**config.mk**
```make
export PLATFORM = sky130hd
export DESIGN_NAME = seg7_scan_arbiter
export DESIGN_NICKNAME = d
export VERILOG_FILES = /design/src/rtl/seg7_scan_arbiter.sv
export SDC_FILE = /design/constraint.sdc
export NUM_CORES = 1
export LEC_CHECK = 0
export CELL_PAD_IN_SITES_DETAIL_PLACEMENT = 0
export CELL_PAD_IN_SITES_GLOBAL_PLACEMENT = 1
export CORE_UTILIZATION = 34
export DETAILED_ROUTE_END_ITERATION = 16
export PLACE_DENSITY_LB_ADDON = 0.12
export SLEW_MARGIN = 40
export SYNTH_ARGS = -nofsm -noshare
export SYNTH_HDL_FRONTEND = slang
export SYNTH_SLANG_ARGS = --single-unit
```
**constraint.sdc**
```tcl
create_clock -name CLK100MHZ -period 3 [get_ports CLK100MHZ]
set_input_delay 0.45 -clock CLK100MHZ [delete_from_list [all_inputs] [get_ports CLK100MHZ]]
set_output_delay 0.45 -clock CLK100MHZ [all_outputs]
set_load 0.02 [all_outputs]
```
**src/rtl/seg7_scan_arbiter.sv**
```systemverilog
// Scan controller and two-client arbiter for an 8-digit common-anode seven-segment display.
// Optional build macro: SEG7_LEADING_ZERO_BLANK_EN (blank leading zero digits of the owner's word).
//
// state | meaning
// IDLE  | no client owns the display, digit index parked at 0, pins dark
// OWN0  | client 0 owns the display, digits scanned from DATA0/DPIN0
// OWN1  | client 1 owns the display, digits scanned from DATA1/DPIN1
module seg7_scan_arbiter #(
    parameter int SCAN_DIV    = 100000,
    parameter int HOLD_FRAMES = 64
) (
    input  logic        CLK100MHZ,
    input  logic        RST,
    input  logic [1:0]  REQ,
    input  logic [31:0] DATA0,
    input  logic [31:0] DATA1,
    input  logic [7:0]  DPIN0,
    input  logic [7:0]  DPIN1,
    output logic [1:0]  GNT,
    output logic [7:0]  AN,
    output logic [0:6]  HEX0,
    output logic        DP
);

    localparam int              PRE_W      = (SCAN_DIV > 2) ? $clog2(SCAN_DIV) : 1;
    localparam logic [PRE_W-1:0] PRE_LAST  = PRE_W'(SCAN_DIV - 1);
    localparam logic [7:0]      HOLD_LIMIT = 8'(HOLD_FRAMES - 1);

    typedef enum logic [1:0] {
        IDLE = 2'd0,
        OWN0 = 2'd1,
        OWN1 = 2'd2
    } state_t;

    state_t           state;
    logic [PRE_W-1:0] pre;
    logic [2:0]       dig;
    logic [7:0]       hold;
    logic             last;

    logic tick;
    logic fb;
    logic own_idx;
    logic req_own;
    logic req_oth;

    assign tick    = (pre == PRE_LAST);
    assign fb      = tick && (dig == 3'd7);
    assign own_idx = (state == OWN1);
    assign req_own = REQ[own_idx];
    assign req_oth = REQ[~own_idx];

    always_ff @(posedge CLK100MHZ) begin
        if (RST) begin
            state <= IDLE;
            GNT   <= 2'b00;
            pre   <= '0;
            dig   <= 3'd0;
            hold  <= 8'd0;
            last  <= 1'b1;
        end else begin
            pre <= tick ? '0 : pre + 1'b1;
            if (tick) begin
                case (state)
                    IDLE: begin
                        dig <= 3'd0;
                        // On a tie the client that did not own the display last wins.
                        if (REQ[0] && (!REQ[1] || last)) begin
                            state <= OWN0;
                            GNT   <= 2'b01;
                            hold  <= 8'd0;
                            last  <= 1'b0;
                        end else if (REQ[1]) begin
                            state <= OWN1;
                            GNT   <= 2'b10;
                            hold  <= 8'd0;
                            last  <= 1'b1;
                        end
                    end
                    OWN0, OWN1: begin
                        dig <= dig + 3'd1;
                        if (fb) begin
                            if ((!req_own && req_oth) ||
                                (req_own && req_oth && (hold >= HOLD_LIMIT))) begin
                                state <= own_idx ? OWN0 : OWN1;
                                GNT   <= own_idx ? 2'b01 : 2'b10;
                                hold  <= 8'd0;
                                last  <= ~own_idx;
                            end else if (!req_own) begin
                                state <= IDLE;
                                GNT   <= 2'b00;
                            end else if (hold != 8'hFF) begin
                                hold <= hold + 8'd1;
                            end
                        end
                    end
                    default: begin
                        state <= IDLE;
                        GNT   <= 2'b00;
                        dig   <= 3'd0;
                    end
                endcase
            end
        end
    end

    function automatic logic [0:6] seg_decode(input logic [3:0] nib);
        logic [0:6] seg;
        case (nib)
            4'h0:    seg = 7'b0000001;
            4'h1:    seg = 7'b1001111;
            4'h2:    seg = 7'b0010010;
            4'h3:    seg = 7'b0000110;
            4'h4:    seg = 7'b1001100;
            4'h5:    seg = 7'b0100100;
            4'h6:    seg = 7'b0100000;
            4'h7:    seg = 7'b0001111;
            4'h8:    seg = 7'b0000000;
            4'h9:    seg = 7'b0000100;
            4'hA:    seg = 7'b0001000;
            4'hB:    seg = 7'b1100000;
            4'hC:    seg = 7'b0110001;
            4'hD:    seg = 7'b1000010;
            4'hE:    seg = 7'b0110000;
            default: seg = 7'b0111000;
        endcase
        return seg;
    endfunction

    logic [31:0] sel_data;
    logic [7:0]  sel_dp;
    logic [3:0]  sel_nib;
    logic        blank;
    logic [7:0]  an_nxt;
    logic [0:6]  hex_nxt;
    logic        dp_nxt;

    assign sel_data = own_idx ? DATA1 : DATA0;
    assign sel_dp   = own_idx ? DPIN1 : DPIN0;
    assign sel_nib  = sel_data[{dig, 2'b00} +: 4];

`ifdef SEG7_LEADING_ZERO_BLANK_EN
    logic [7:0] zero_from;

    // zero_from[k]: nibbles k..7 of the owner's word are all zero.
    always_comb begin
        zero_from    = 8'h00;
        zero_from[7] = (sel_data[31:28] == 4'h0);
        for (int k = 6; k >= 0; k--) begin
            zero_from[k] = zero_from[k+1] && (sel_data[4*k +: 4] == 4'h0);
        end
    end

    assign blank = (dig != 3'd0) && zero_from[dig] && !sel_dp[dig];
`else
    assign blank = 1'b0;
`endif

    always_comb begin
        an_nxt  = 8'hFF;
        hex_nxt = 7'b1111111;
        dp_nxt  = 1'b1;
        if ((state != IDLE) && !blank) begin
            an_nxt  = ~(8'h01 << dig);
            hex_nxt = seg_decode(sel_nib);
            dp_nxt  = ~sel_dp[dig];
        end
    end

    // Pins are registered so they lag dig and GNT by exactly one clock.
    always_ff @(posedge CLK100MHZ) begin
        if (RST) begin
            AN   <= 8'hFF;
            HEX0 <= 7'b1111111;
            DP   <= 1'b1;
        end else begin
            AN   <= an_nxt;
            HEX0 <= hex_nxt;
            DP   <= dp_nxt;
        end
    end

endmodule

```
# Word level (Yosys, flattened, before mapping)
# Memory sizes are Yosys's and may differ from the RTL's. A register that Yosys moved wholly into a read port is not among the register bits.
# Index checks and enable logic that the tools add are counted.
[totals]
output_inout_bits = 18
input_bits = 84
wordCells = 78
memories = 1
ff_bits = 40
rom_bits = 112
[memory_table]
columns = ["memory", "depth", "word_bits", "rd", "rd_clocked_by_memory_dff", "wr", "line_no", "text"]
rows = [
  ["(no name shown)", 16, 7, 1, 1, 0, "109", "case (nib)"],
]
[classes]
magnitude_cmp = 4
n_shift = 2
n_addsub = 3
n_eq_ne = 11
n_mux = 28
bitwise = 4
n_reduce_logical = 18
[ops]
columns = ["op", "count"]
rows = [
  ["2-to-1 mux 8 bit", 7],
  ["2-to-1 mux 32 bit", 1],
  ["indexed part select 32 x 6 -> 4 bit", 1],
  ["adder 17 x 1 -> 17 bit, second input constant", 1],
  ["equality test 17 bit, second input constant", 1],
  ["one-hot mux 8 bit (2 select lines)", 1],
  ["2-to-1 mux 2 bit", 6],
  ["!= test 3 bit, second input constant", 4],
  ["2-to-1 mux 1 bit", 9],
  ["adder 8 x 1 -> 8 bit, second input constant", 1],
  [">= comparator 8 x 6 -> 1 bit, second input constant", 1],
  ["!= test 8 bit, second input constant", 1],
  ["inverter 8 bit", 1],
  ["<< shifter 1 x 3 -> 8 bit, first input constant", 1],
  ["AND reduction 6 bit", 1],
  ["OR reduction 2 bit", 3],
  ["logical AND 1 bit", 5],
  ["AND reduction 5 bit", 1],
  ["less-than comparator 1 x 2 -> 1 bit, second input constant", 2],
  ["less-than comparator 3 x 4 -> 1 bit, second input constant", 1],
  ["!= test 2 bit, second input constant", 2],
  ["one-hot mux 2 bit (2 select lines)", 1],
  ["AND reduction 4 bit", 1],
  ["nonzero test 2 bit", 2],
  ["other kinds (11)", 15],
]

# Logic depth before layout (Yosys ltp)
# Gate-level depths: netlist of run 1.
[depth]
word_depth = 10
depth_mapped = 14
depth_no_buf = 12

# Least setup slack after synthesis of run 1
# Ideal clock, no wire load.
[synth_timing]
path_type = "register -> register"
startpoint = "register state[1]"
endpoint = "register HEX0[6] (netlist name)"
required_ps = 2878
path_stages_with_launch = 13
path_slack_ps = 200
arrival_ps = 2678
synth_period_minus_slack_ps = 2800
setup_time_ps = 122
path_buffers = 2
path_cell_list = "dfxtp_1 > ha_1 > buf_2 > buf_4 > mux4_2 > nand2_1 > nand3_1 > o21ai_1 > inv_1 > ha_1 > nand2_1 > o21ai_1 > a221o_1"
[synth_between]
elab_chain_cells = 3
elab_cells_between_ends = 6
cone_classes = "eq/ne (1); shift (1); mux (1); bitwise (1); reduce/logical (2)"
[synth_lines]
columns = ["element", "line_no", "text"]
rows = [
  ["start, declared", "35", "state_t state;"],
  ["start signal, assigned", "85", "state <= own_idx ? OWN0 : OWN1;"],
  ["equality test 2 bit or nonzero test 2 bit (tied branches)", "49, 163", ""],
  ["2-to-1 mux 32 bit or inverter 1 bit (tied branches)", "--", ""],
  ["indexed part select 32 x 6 -> 4 bit or OR reduction 2 bit (tied branches)", "--", ""],
  ["end, declared", "21", "output logic [0:6] HEX0,"],
]
# Several ways; a longest one is shown, not always the timed one.
# A chain may end at the register's enable or synchronous reset.

# Worst setup path in the final report of run 1
# Same ends and word-level chain as after synthesis.

==> results.md, run 1 <==
- In this run the count of I/O pins placed on the die edge is 102.
- The die is 95.6 µm wide.
- The fraction of post-synthesis cell area in the top cell type by area is 31.6%.
- Setup repair after global routing left no endpoint under its margin.
- The number of nets in the final layout is 510.
- The total number of vias is 2608.
- The HPWL after detailed placement is 6190 µm.
- In this run the number of H-tree levels came out at 2.
- The number of clock buffers added by TritonCTS is 5.
- The post-synthesis adder-cell area fraction is 6.72%.
- In this run the core area contains 33 standard-cell rows.
- At the pin with the least slew margin, the transition time is 611 ps.
- The overall die area is 9140 µm².
- For the worst setup path, the data arrival time is 2990 ps.
- The main flop type after synthesis is sky130_fd_sc_hd__dfxtp_1.
- After synthesis, the largest family of logic cells by area is multiplexers.
- Summed over all layers, the global routing overflow is 0.
- The global-route track usage on met3 is 2.63%.
- The deepest clock path buffer count is 2.
- The clock arrives with 17.9 ps of skew.
- The total of flip-flops plus latches after synthesis is 47.
- The analysis attributes to cell leakage a power of 0.00157 µW.
- Summing the sequential cell areas from Yosys gives 31.6% of the chip area.
- Summing all placed instances gives a cell area of 4110 µm².
- The number of antenna violations at the first check in global routing is 0.
- For this run, design rule violations remaining after detail routing come to 0.
- The maximum number of pins on one net before global-route repair is 21.
- The critical path class is reg -> reg.
- The first detailed-routing pass ran for 4 iterations.
- The final period utilization is 92.9%.
- The relative max-transition margin is 58.8%.
- The smallest hold slack is 453 ps.
- The final weighted congestion in routability-driven placement is 0.805.
- At the worst endpoint, the required time is 3200 ps.
- The number of antenna diodes in the final layout is 0.
- After clock tree synthesis, the clock-pin slew on the worst setup and hold paths is 100 ps.
- The startpoint kind of the worst setup timing path is a flop.
- TritonCTS built the clock tree.
- For the worst-skew pair, the clock arrives at the later sink with an insertion delay of 310 ps.
- The fraction of layout cells with a size suffix above 1 is 13.6%.
- The final count of negative-setup-slack endpoints is 0.
- The post-detailed-routing wire length is 7620 µm.
- The starting density of the core is 35.7%.
- The clock period minus final worst setup slack is 2790 ps.
- Summing the areas of all compound-gate instances in the mapped netlist gives 11.3% of the synthesized area.
- The simple-gate area share of the yosys netlist is 20.3%.
- The global-route wire length before repair is 12600 µm.
- The detail-routed via count per cell is 5.05.
- The violation count after the first detailed-route iteration is 50.
- The setup TNS after final layout is 0 ps.
- In this run, post-CTS repair resized a total of 0 instances.
- The total number of yosys warnings is 0.
- The async set-reset flop share out of synthesis is 0%.
- Once the clock tree was built, the setup fixing pass inserted 0 buffers.
- The number of enable flip-flop cells after synthesis is 0.
- The fraction of synthesized area in multiplexers is 21.4%.
- The most heavily used metal layer in global routing is met2.
- The remaining antenna violation count is 0.
- The global-route track usage on met2 is 31.4%.
- The run finished with clean final reports.
- The count of final max-slew check failures is 0.
- In the synthesized netlist, the cells that appear most often are 47 x sky130_fd_sc_hd__dfxtp_1, 32 x sky130_fd_sc_hd__nand2_1, 32 x sky130_fd_sc_hd__nor2_1.
- The worst-case IR drop observed on VDD is 0.143 mV.
- The type of the most critical hold path is reg -> reg.
- The highest clock frequency the design can meet is 359 MHz.
- The number of inserted filler cells in the final layout is 817.
- For this run, the total global-route usage over all layers was measured as 18.2%.
- The synthesized netlist net count is 406.
- In this run the clock root is driven by a sky130_fd_sc_hd__clkbuf_8.
- The total count of hold-check failures in the final report is 0.
- Buffers placed on the I/O ports in this run total 101.
- The height of the die is 95.6 µm.
- The area growth from synthesis to layout is 41.3%.
- The biggest area consumer among synthesized cells is sky130_fd_sc_hd__dfxtp_1.
- The cts-stage hold buffer count is 0.
- Of all nets on the critical path, the largest fanout is 20.
- The via count of the first global-routing pass was 2640.
- The average instance in the mapped netlist occupies 9.74 µm².
- The area of all placed cells without fillers is 4210 µm².
- Of the total synthesized cell area, the portion taken by XOR and XNOR cells is 3.82%.
- The placeable core region is 8340 µm².
- By area the synthesized netlist is led by sky130_fd_sc_hd__dfxtp_1 32%, sky130_fd_sc_hd__mux4_2 17%, sky130_fd_sc_hd__ha_1 6.7%, sky130_fd_sc_hd__mux2i_1 4.0%, sky130_fd_sc_hd__nand2_1 4.0%.
- Global routing used 23.7% of the available met1 tracks.
- The number of distinct library cells after synthesis is 55.
- The cell area that synthesis handed to floorplanning was 2980 µm².
- For this design the ratio of total power to cell area is 294 nW/µm².
- STA classifies the critical path endpoint as a flop.
- The number of max-cap violations is 0.
- In the post-synthesis netlist, the cell with the most instances is sky130_fd_sc_hd__dfxtp_1.
- CTS saw 47 sinks.
- The synthesized instance count is 306.
- Dividing the detail-routed wire length by the instance count gives 14.8 µm.
critical path: stages (launching register included):
cell,delay (ps)
sky130_fd_sc_hd__dfxtp_1,420
sky130_fd_sc_hd__ha_1,250
sky130_fd_sc_hd__buf_12,190
sky130_fd_sc_hd__mux4_2,520
sky130_fd_sc_hd__nand2_1,100
sky130_fd_sc_hd__nand2_1,60
sky130_fd_sc_hd__o21ai_1,300
sky130_fd_sc_hd__inv_1,120
sky130_fd_sc_hd__ha_1,260
sky130_fd_sc_hd__nand2_1,60
sky130_fd_sc_hd__o21ai_1,70
sky130_fd_sc_hd__a221o_1,340
placed cells by master (no fill, tap or decap), drive strengths merged, types with 2 or more instances in the layout:
cell type / synthesis / layout
a211o: 2 / 2
a21o: 3 / 3
a21oi: 13 / 13
a221o: 2 / 2
a32o: 4 / 4
a41oi: 2 / 2
and2: 3 / 3
and3: 6 / 6
buf: 10 / 10
clkbuf: 4 / 6
clkdlybuf4s50: 0 / 101
dfxtp: 47 / 47
ha: 16 / 16
inv: 13 / 13
mux2: 2 / 2
mux2i: 12 / 12
mux4: 22 / 22
nand2: 33 / 33
nand3: 15 / 15
nand4: 4 / 4
nor2: 32 / 32
nor2b: 4 / 4
nor3: 4 / 4
nor3b: 6 / 6
o21ai: 14 / 14
or3: 5 / 5
xnor2: 5 / 5
xor2: 8 / 8
cell type report:
type                       instances  area, µm²  share of cell area (%)
clock buffer                       6       82.6                    1.96
clock inverter                     2       16.3                   0.386
inverter                          13       48.8                    1.16
multi-input combinational        232       1890                    44.9
sequential                        47        941                    22.3
tap                              105        131                    3.12
timing repair buffer             111       1100                    26.1
metrics by stage:
step	util, %	setup slack (ps)	std cells	power, µW
CTS	50.5	219	516	1250
finish	50.5	213	516	1240
detailed placement	49.3	231	508	839
global route	50.5	34.3	516	1300
global placement	49.3	245	508	836
floorplan	-	200	306	717
state kept, by name, indices dropped and copies added (netlist names):
name,cells
pre,17
AN,8
hold,8
HEX0,7
dig,3
state,2
DP,1
last,1
report_power, final:
group          internal [µW]  total (µW)  switching, µW  leakage [µW]
clock                    188         414            225     0.0000474
combinational            137         194           57.1       0.00115
sequential               627         630           2.86      0.000380
worst paths after layout:
path | from | to | slack [ps] | depth (start not counted)
setup reg to reg | state[1] | HEX0[6] | 210 | 11
setup / recovery | state[1] | HEX0[6] | 210 | 11
hold reg to reg | pre[0] | pre[0] | 450 | 1
hold / removal | pre[0] | pre[0] | 450 | 1
kinds of logic after synthesis:
family          after synthesis
mux                          36
xor+xnor                     13
simple gates                119
buf+inv                      27
fa+ha+maj                    16
compound gates               48
flops                        47
routing by layer:
metal | vias up | share of wire (%)
met2 | 41 | 49
met5 | - | 0
met4 | 0 | 1.1
met1 | 1236 | 47
li1 | 1324 | -
met3 | 7 | 2.8
Power figures use the tool's default switching activity.
==> inputs of run 2 (changes only) <==
--- a/config.mk
+++ b/config.mk
@@ -5,9 +5,10 @@
 export SDC_FILE = /design/constraint.sdc
 export NUM_CORES = 1
 export LEC_CHECK = 0
+export ABC_AREA = 1
 export CELL_PAD_IN_SITES_DETAIL_PLACEMENT = 0
 export CELL_PAD_IN_SITES_GLOBAL_PLACEMENT = 1
-export CORE_UTILIZATION = 34
+export CORE_UTILIZATION = 32
 export DETAILED_ROUTE_END_ITERATION = 16
 export PLACE_DENSITY_LB_ADDON = 0.12
 export SLEW_MARGIN = 40
==> results.md, run 2 <==
- The flow ran to the end, and the final reports show no timing, DRC or antenna violations.
- The number of buffers inserted by post-CTS setup repair is 0.
- The register with the most flip-flops in the layout has 17 of them.
- The total overflow left after global routing is 0.
- The final period utilization is 82.0%.
- The register with the highest flop count is pre.
- The violation count after the first detailed-route iteration is 83.
- After clock tree synthesis, the clock-pin slew on the worst setup and hold paths is 90 ps.
- Counting instances in the post-synthesis netlist gives the leading cell types as 130 x sky130_fd_sc_hd__nand2_1, 78 x sky130_fd_sc_hd__nand3_1, 68 x sky130_fd_sc_hd__nor2_1.
- STA puts the critical path data required time at 3200 ps.
- The filler cells instantiated in the layout total 1020.
- The data arrival time at the worst-slack endpoint is 2660 ps.
- After detailed routing, the total wire length is 9490 µm.
- CTS placed an instance of sky130_fd_sc_hd__clkbuf_8 at the clock tree root.
- The total count of hold-check failures in the final report is 0.
- The post-synthesis average cell area is 6.49 µm².
- The number of H-tree levels is 2.
- After detailed routing, the average wire length per cell comes to 12.9 µm.
- Once detail routing completed, the nets flagged for antenna violations numbered 0.
- Measured against its own limit, the worst slew margin works out to 68.4%.
- The number of antenna cells inserted is 0.
- Counting flops with a built-in enable in the synthesized netlist gives 0.
- The worst-skew pair later-pin latency is 300 ps.
- The synthesized netlist net count is 605.
- The cell area after placement is 4350 µm².
- The final weighted congestion in routability-driven placement is 0.838.
- Setup repair after global routing left no endpoint under its margin.
- The flop-to-flop setup slack is 540 ps.
- The final clock skew is 8.45 ps.
- The post-route netlist has 7.82% of its cells at a drive strength greater than 1.
- The deepest clock path buffer count is 2.
- The number of gates given a new drive strength after cts is 0.
- The largest registers in the layout are pre (17), AN (8), hold (8).
- Yosys mapped the design onto 41 distinct sky130hd cell types.
- The endpoint identified for the worst register-to-register timing path is HEX0[3].
- The total of flip-flops plus latches after synthesis is 47.
- The number of placed I/O pins is 102.
- For this design the static power due to leakage is 0.00179 µW.
- The clock sink count is 47.
- The cell with the most instances after synthesis is sky130_fd_sc_hd__nand2_1.
- Sequential cells were found to cover 28.7% of the synthesized design area.
- The global-route wire length before repair is 15500 µm.
- Ranked by total cell area, the synthesized netlist is headed by sky130_fd_sc_hd__dfxtp_1 29%, sky130_fd_sc_hd__nand2_1 15%, sky130_fd_sc_hd__nand3_1 12%, sky130_fd_sc_hd__nor2_1 7.8%, sky130_fd_sc_hd__ha_1 6.1%.
- Synthesis produced a netlist whose cell count is 505.
- The count of final max-slew check failures was 0.
- The clock period minus final worst setup slack is 2460 ps.
- The die covers 10600 µm².
- The initialized floorplan defines 36 standard-cell rows.
- The most common library cell in the layout ignoring fill and taps is sky130_fd_sc_hd__nand2_1.
- The number of nets in the final layout is 700.
- The height of the die is 103 µm.
- IR analysis of the VDD net gives a maximum drop of 0.193 mV.
- In the routed design, unresolved DRC markers number 0.
- The HPWL after detailed placement is 7060 µm.
- The area of all placed cells without fillers is 4490 µm².
- Max-cap violations in this run came to 0.
- The count of port buffers added during placement is 101.
- The placeable core region is 9860 µm².
- The initial utilization of the core area, before any placement, comes to 33.2%.
- The layout overhead on the synthesized area is 37.1%.
- The TritonCTS buffer count is 5.
- The die outline width is 103 µm.
- The fraction of post-synthesis cell area in the top cell type by area is 28.7%.
- After synthesis, the share of flip-flops with an asynchronous set or reset is 0%.
- The number of stages on the worst hold path is 1.
- The cts-stage hold buffer count is 0.
- In the synthesized netlist the dominant register cell turns out to be sky130_fd_sc_hd__dfxtp_1.
- The min-delay analysis places its worst path in the category reg -> reg.
- Entering global routing, the biggest net connects 45 pins.
- TritonCTS built the clock tree.
- The biggest area consumer among synthesized cells is sky130_fd_sc_hd__dfxtp_1.
- The worst hold path begins at pre[0].
- The startpoint kind of the worst setup timing path is a flop.
- The worst register-to-register path begins at state[0].
- Static timing analysis puts the maximum clock frequency at 407 MHz.
- The via count of the first global-routing pass is 3243.
- The critical path class is reg -> reg.
- The top cell types in the final layout, fill and taps aside, are 130 x sky130_fd_sc_hd__nand2_1, 101 x sky130_fd_sc_hd__clkdlybuf4s50_1, 78 x sky130_fd_sc_hd__nand3_1.
- Summing every instance area after synthesis gives 3280 µm².
- The maximum fanout along the worst path is 42.
- The all-layer global routing usage is 18.6%.
- The depth of the worst register-to-register path is 12.
- STA classifies the critical path endpoint as a flop.
- The number of antenna violations at the first check in global routing came to 0.
- For this design the ratio of total power to cell area is 311 nW/µm².
- The actual slew at the worst max-slew pin is 473 ps.
- For this run, the detailed router's first-pass iteration total came to 5.
- For this run, the number of Yosys warnings is 0.
- The routed layout has 3449 vias.
- The final count of negative-setup-slack endpoints is 0.
- Summing internal, switching and leakage power gives 1390 µW.
- After routing, the total negative slack on setup checks comes to 0 ps.
- In the routed layout, each cell is associated on average with a via count of 4.70.
- The worst hold endpoint is pre[0].
==> run 2: cell count changes after synthesis, sizes merged, moves of 12 or more <==
| cell | before | now |
|---|---|---|
| o21ai | 14 | 29 |
| nor2 | 32 | 76 |
| nand2 | 33 | 136 |
| mux2i | 12 | 0 |
| inv | 13 | 46 |
| mux4 | 22 | 0 |
| nand3 | 15 | 86 |
==> run 2: worst max-delay path: stages, from the launching register on <==
cell and delay (ps):
sky130_fd_sc_hd__dfxtp_1 380, sky130_fd_sc_hd__inv_1 80, sky130_fd_sc_hd__ha_1 270, sky130_fd_sc_hd__inv_4 340
sky130_fd_sc_hd__o21ai_0 130, sky130_fd_sc_hd__o211ai_1 180, sky130_fd_sc_hd__nand3_1 130, sky130_fd_sc_hd__nand2_2 130
sky130_fd_sc_hd__inv_1 80, sky130_fd_sc_hd__ha_1 290, sky130_fd_sc_hd__nand3b_1 180, sky130_fd_sc_hd__nand3_1 100
sky130_fd_sc_hd__nand3_1 70
==> run 2: cell families after synthesis <==
logic type / after synthesis / synth area share [%]
and+or+nand+nor: 316 / 43.7
buffers and inverters: 65 / 10.2
AOI/OAI and AO/OA: 51 / 8.63
DFF: 47 / 28.7
adders and majority gates: 16 / 6.11
xor gates and xnor gates: 10 / 2.67
==> run 2: power by group <==
part | internal [µW] | switching, µW
clock | 338 | 234
combinational | 123 | 71.0
sequential | 627 | 1.89
==> run 2: per-layer routing <==
layer / global-route usage, % / share of wire, % / vias up
li1: - / - / 1824
met1: 22.6 / 45 / 1520
met2: 33.4 / 47 / 94
met3: 3.43 / 6.8 / 11
met4: 4.98 / 1.7 / 0
met5: 0 / 0 / -
==> run 2: worst max-delay path by stage <==
stage / start / end / slack [ps] / cells past startpoint
final: state[0] / HEX0[3] / 540 / 12
after global routing: state[0] / HEX0[3] / 300 / 12
after CTS: state[0] / HEX0[3] / 510 / 12
after detailed placement: state[0] / HEX0[3] / 510 / 12
after global placement: state[0] / HEX0[3] / 590 / 12
after floorplan: state[0] / HEX0[3] / 590 / 17
==> run 2: final cells by class <==
class                   count  area [µm²]  share of cell area [%]
flip-flops and latches     47         941                    21.0
repair buffers            106        1060                    23.6
well taps                 133         166                    3.71
multi-input cells         393        2000                    44.6
clock inverters             3        71.3                    1.59
clock buffers               5        68.8                    1.53
inverters                  47         179                    3.99
==> run 2: through the flow <==
| step | std cells | setup slack [ps] | hold slack (ps) | utilization, % |
|---|---|---|---|---|
| floorplan | 505 | 590 | 413 | - |
| global placement | 726 | 586 | 430 | 44.1 |
| detailed placement | 726 | 512 | 437 | 44.1 |
| CTS | 734 | 509 | 455 | 45.5 |
| global route | 734 | 297 | 488 | 45.5 |
| finish | 734 | 541 | 453 | 45.5 |
